==> src/rtl/sprite_rom_arbiter.sv <==
// -----------------------------------------------------------------------------
// sprite_rom_arbiter
//
// Shares one single-port, registered-read sprite pixel ROM between the
// background tile renderer (BG) and the moving-object overlay fetcher (OBJ).
// At most one read is granted per cycle. The grant owner is tagged and the tag
// travels through a ROM_LAT-deep pipeline, so each requester sees a one-cycle
// rvalid strobe exactly when its word appears on rd_data.
//
// Priority: BG wins during active video, OBJ wins during blanking. If OBJ is
// denied STARVE_MAX cycles in a row, the next cycle is a forced OBJ slot
// (FORCE_OBJ) that overrides the blank-based priority.
//
// Ports:
//   clk         system/pixel clock
//   rst         synchronous reset, active low
//   blank       1 during horizontal or vertical blanking
//   bg_req      BG read request, held with bg_addr stable until granted
//   bg_addr     BG read address
//   bg_gnt      BG request accepted this cycle
//   bg_rvalid   rd_data holds the BG read result
//   obj_req     OBJ read request, same hold rule as bg_req
//   obj_addr    OBJ read address
//   obj_gnt     OBJ request accepted this cycle
//   obj_rvalid  rd_data holds the OBJ read result
//   rom_addr    address to the sprite ROM (holds when nothing is granted)
//   rom_data    sprite ROM read data
//   rd_data     shared return data, pass-through of rom_data
//   starve_cnt  current count of consecutive OBJ denials
// -----------------------------------------------------------------------------
module sprite_rom_arbiter #(
    parameter int ADDR_W     = 18,
    parameter int DATA_W     = 16,
    parameter int ROM_LAT    = 1,
    parameter int STARVE_MAX = 8
) (
    input  logic              clk,
    input  logic              rst,
    input  logic              blank,
    input  logic              bg_req,
    input  logic [ADDR_W-1:0] bg_addr,
    output logic              bg_gnt,
    output logic              bg_rvalid,
    input  logic              obj_req,
    input  logic [ADDR_W-1:0] obj_addr,
    output logic              obj_gnt,
    output logic              obj_rvalid,
    output logic [ADDR_W-1:0] rom_addr,
    input  logic [DATA_W-1:0] rom_data,
    output logic [DATA_W-1:0] rd_data,
    output logic [7:0]        starve_cnt
);

    typedef enum logic [0:0] {
        ST_NORMAL    = 1'b0,
        ST_FORCE_OBJ = 1'b1
    } state_t;

    localparam logic [7:0] STARVE_LIMIT = 8'(STARVE_MAX);

    state_t            state_q;
    state_t            state_d;
    logic [7:0]        starve_q;
    logic [7:0]        starve_d;
    logic [7:0]        starve_inc;
    logic [ADDR_W-1:0] addr_hold_q;
    logic              bg_gnt_c;
    logic              obj_gnt_c;

    // Tag pipeline: bit 1 = BG owns the read, bit 0 = OBJ owns the read.
    logic [1:0]        tag_pipe [ROM_LAT];

    // -------------------------------------------------------------------------
    // Grant decision. Purely combinational so the winner's address reaches the
    // ROM in the same cycle the request is seen. Reset masks every grant.
    // -------------------------------------------------------------------------
    always_comb begin
        // NOTE: every output of a combinational block gets a default first;
        // a path that leaves one unassigned would infer a latch.
        bg_gnt_c  = 1'b0;
        obj_gnt_c = 1'b0;
        if (rst) begin
            if (state_q == ST_FORCE_OBJ) begin
                // Forced slot belongs to OBJ only; if OBJ withdrew, the slot
                // goes unused rather than being handed to BG.
                obj_gnt_c = obj_req;
            end else if (blank) begin
                obj_gnt_c = obj_req;
                bg_gnt_c  = bg_req & ~obj_req;
            end else begin
                bg_gnt_c  = bg_req;
                obj_gnt_c = obj_req & ~bg_req;
            end
        end
    end

    // -------------------------------------------------------------------------
    // Starvation counter and FSM next state.
    // -------------------------------------------------------------------------
    always_comb begin
        state_d    = ST_NORMAL;
        starve_d   = 8'd0;
        starve_inc = (starve_q == 8'hFF) ? 8'hFF : starve_q + 8'd1;
        // FORCE_OBJ always lasts one cycle and always clears the count,
        // whether or not OBJ was still requesting.
        if (state_q == ST_NORMAL && obj_req && !obj_gnt_c) begin
            starve_d = starve_inc;
            if (starve_inc == STARVE_LIMIT) begin
                state_d = ST_FORCE_OBJ;
            end
        end
    end

    always_ff @(posedge clk) begin
        // NOTE: sequential state uses non-blocking assignments so every
        // register samples pre-edge values regardless of statement order.
        if (!rst) begin
            state_q     <= ST_NORMAL;
            starve_q    <= 8'd0;
            addr_hold_q <= '0;
        end else begin
            state_q  <= state_d;
            starve_q <= starve_d;
            if (bg_gnt_c) begin
                addr_hold_q <= bg_addr;
            end else if (obj_gnt_c) begin
                addr_hold_q <= obj_addr;
            end
        end
    end

    // -------------------------------------------------------------------------
    // Return-path tag pipeline.
    // -------------------------------------------------------------------------
    always_ff @(posedge clk) begin
        // NOTE: this small array is reset on purpose: a stale tag would raise
        // a spurious rvalid, so reads in flight at reset must be dropped.
        if (!rst) begin
            for (int i = 0; i < ROM_LAT; i++) begin
                tag_pipe[i] <= 2'b00;
            end
        end else begin
            tag_pipe[0] <= {bg_gnt_c, obj_gnt_c};
            for (int i = 1; i < ROM_LAT; i++) begin
                tag_pipe[i] <= tag_pipe[i-1];
            end
        end
    end

    // -------------------------------------------------------------------------
    // Outputs. The ROM address follows the winner and otherwise holds the last
    // granted address so the ROM input does not toggle on idle cycles.
    // -------------------------------------------------------------------------
    always_comb begin
        rom_addr = '0;
        if (rst) begin
            if (bg_gnt_c) begin
                rom_addr = bg_addr;
            end else if (obj_gnt_c) begin
                rom_addr = obj_addr;
            end else begin
                rom_addr = addr_hold_q;
            end
        end
    end

    assign bg_gnt     = bg_gnt_c;
    assign obj_gnt    = obj_gnt_c;
    assign bg_rvalid  = rst & tag_pipe[ROM_LAT-1][1];
    assign obj_rvalid = rst & tag_pipe[ROM_LAT-1][0];
    assign rd_data    = rom_data;
    assign starve_cnt = starve_q;

endmodule

==> config.mk <==
export PLATFORM = sky130hd
export DESIGN_NAME = sprite_rom_arbiter
export DESIGN_NICKNAME = d
export VERILOG_FILES = /design/src/rtl/sprite_rom_arbiter.sv
export SDC_FILE = /design/constraint.sdc
export NUM_CORES = 1
export LEC_CHECK = 0
export ABC_CLOCK_PERIOD_IN_PS = 2200
export CAP_MARGIN = 20
export CORE_AREA = 2 2 67 69
export DETAILED_ROUTE_END_ITERATION = 16
export DIE_AREA = 0 0 69 71
export PLACE_DENSITY = 0.87
export SLEW_MARGIN = 5
export SYNTH_ARGS = -nofsm -noshare
export SYNTH_HDL_FRONTEND = slang
export SYNTH_SLANG_ARGS = --single-unit
==> constraint.sdc <==
create_clock -name clk -period 2.2 [get_ports clk]
set_clock_uncertainty 0.15 [all_clocks]
set_input_delay 0.44 -clock clk [delete_from_list [all_inputs] [get_ports clk]]
set_output_delay 0.44 -clock clk [all_outputs]
set_load 0.02 [all_outputs]
==> results.toml <==
[run_status]
status = "finished clean"

[final_layout]
fillers = 356
fin_cells = 307
drive_gt1_share_pct = 37.25
fin_nets = 312
seqCellArea_sq_um = 581.8
multi_input_area_sq_um = 860.8
syn2layout_area_growth_pct = 87.66
post-route-util_pct = 61.99
antenna_cells = 0
fin_area_sq_um = 2606

[clock_tree]
cts_buffers = 5
cts_num_sinks = 29
cts_hold_buf = 0
clock_latency_ps = 270
clock_path_buffers = 2
cts_tree = "yes"
clk_pin_slew_ps = 60
h-tree-depth = 2
root_buffer = "clkbuf_8"

[worst_setup_path]
cp_top_family = "simple AND/OR/NAND/NOR gates"
critPathKind = "in -> out"
critical_path_required_ps = 1610
cp_max_fo = 8
critPathBufInv = 4
crit_path_start_kind = "input port"
cp_data_arrival_time_ps = 1610
crit_chain = "buf_6, nor3b_4, or2_4, inv_4, buf_8, nand2_1, a31oi_2, buf_4"
worstSetupEndpointType = "output port"
slowest_stage = "or2_4"
cpPeakStageDelay_ps = 280

[routing]
drtIter0Drc = 91
drc_errors = 0
wirelength_microns = 4640
antenna_left = 0
routedWlPerCell_microns = 15.11
first_pass_iters = 4
viasPerCell = 4.971
vias = 1526

[power]
p_clk_share_pct = 30.7
switching_power_mw = 0.3822
leakagePower_nw = 1.005
combPwrFrac_pct = 28.1
finalPower_mw = 1.365
ir_worst_vdd_v = 0.0005103
switching_share_pct = 28.00
p_int_mw = 0.9827
power_density_nw_per_um2 = 523.7
p_seq_share_pct = 41.2

[synthesis]
netlist_area_sq_um = 1389
ys_ff_latch = 29
synth-edff-count = 0
syn_inst = 174
synth_fp_nets = 232
synthArstFlopShare_pct = 0
seq_area_frac_synth_pct = 41.80
syn_area_per_cell_sq_um = 7.982
yosysWarningCount = 0
synth_cell_type_count = 31
synth_ff_type = "dfxtp_1"

[grt]
grt_max_degree = 17
grt_overflow = 0
grt_pass1_vias = 1529
grt_pass1_wl_microns = 6865
grtUsageTotal_pct = 17.64
antenna_found_initial = 0

[timing]
fin_setup_tns_ps = 0
rsz0062_at_grt = "yes"
final-max-slew-violation-count = 0
setup_slack_ps = 1.465
hold_violations = 0
relSlewSlack_pct = 77.35
max_freq_mhz = 454.8
setup_viol = 0
whs_ps = 333.0
period_share_pct = 99.93
tightest_slew_ps = 338.4
post-route-min-period_ps = 2199

[place]
io_buffers = 70
dp_hpwl_microns = 2897
place_area_sq_um = 2223
place.gp.congestion = 0.8081
dp_cells = 282
pre_cts_slack_ps = -903.9

[floorplan]
core_sq_um = 4204
fp.dieArea_sq_um = 4899
start_util_pct = 33.04
die_h_microns = 71
row_count = 24
ios = 103
die_x_microns = 69

[hold_path]
hp-class = "reg -> reg"

[flow_run]
cap_violations = 0
[per-layer routing]
layer,routed length [microns],global-route usage (%)
met2,2518,30.77
met3,200,4.986
met4,84,8.497
met1,1837,19.88
met5,0,0
[power groups by stage]
stage / clock (mW) / combinational [mW] / sequential [mW]
2_1_floorplan: 0 / 0.181 / 0.571
3_3_place_gp: 0 / 0.300 / 0.571
3_5_place_dp: 0 / 0.303 / 0.573
4_1_cts: 0.429 / 0.345 / 0.561
5_1_grt: 0.459 / 0.405 / 0.564
6_report: 0.419 / 0.384 / 0.562
[flip-flops by register name, summed over array words and instances, names as in the netlist]
name	cells
addr_hold_q	18
state_q	1
starve_cnt	8
tag_pipe	2
[timing repair]
| item | in CTS | in global routing |
|---|---|---|
| resized for setup | 146 | 37 |
| pin swaps | 19 | 11 |
| buffers inserted | 10 | 6 |
| cloned | 3 | 0 |
| setup endpoints to repair | 22 | 19 |
[final timing paths]
check	from	endpoint	slack, ps	cells after the start
worst max-delay path	bg_req	rom_addr[5]	1	8
worst min-delay path	addr_hold_q[2]$_DFF_P_	addr_hold_q[2]$_DFF_P_	330	2
worst max register to register	state_q$_SDFF_PN0_	state_q$_SDFF_PN0_	450	6
worst min register to register	addr_hold_q[2]$_DFF_P_	addr_hold_q[2]$_DFF_P_	330	2
[cells in the final DEF, fill, tap and decap left out, types with 3 or more instances in the layout]
cell type,netlist,final
buf_4,17,29
o21ai_1,0,12
nand2_1,40,31
inv_1,5,5
a31oi_2,0,5
buf_6,1,14
o21ai_0,20,7
a21oi_1,8,8
nand2_2,0,8
buf_2,3,3
clkbuf_8,0,5
a31oi_4,0,12
buf_12,0,3
nand3_1,3,3
dfxtp_1,29,28
clkdlybuf4s50_1,0,46
[cell type report]
| class | count | share of cell area [%] |
|---|---|---|
| inverter | 6 | 0.9602 |
| multi-input combinational | 112 | 33.03 |
| clock inverter | 2 | 0.3841 |
| tap | 52 | 2.496 |
| clock buffer | 6 | 2.784 |
| timing repair buffer | 100 | 38.02 |
| sequential | 29 | 22.32 |
[synthesized netlist by cell type (2+ instances only)]
cell      number  share of area, %
nand2_1       40                11
dfxtp_1       29                42
o21ai_0       20               7.2
a31oi_1       19               8.6
buf_4         17               9.2
a21oi_1        8               2.9
clkbuf_1       6               1.6
inv_1          5               1.4
buf_2          3               1.1
nand3_1        3               1.1
and2_1         2              0.90
nor2_1         2              0.54
xnor2_1        2               1.3
[kinds of logic (layout without fill, tap and decap cells)]
| group | after synthesis | count (layout) | share of synthesized area, % |
|---|---|---|---|
| AOI/OAI and AO/OA | 52 | 52 | 22.16 |
| xor gates and xnor gates | 3 | 3 | 1.892 |
| adders and majority gates | 1 | 1 | 0.9008 |
| buffers and inverters | 33 | 114 | 14.32 |
| DFF | 29 | 29 | 41.80 |
| and+or+nand+nor | 56 | 56 | 18.92 |
[worst min-delay path: stages, from the launching register on]
cell and delay (ps):
dfxtp_1 300, nand2_1 50, a31oi_1 90
No activity file was read; power rests on OpenSTA's default activity.
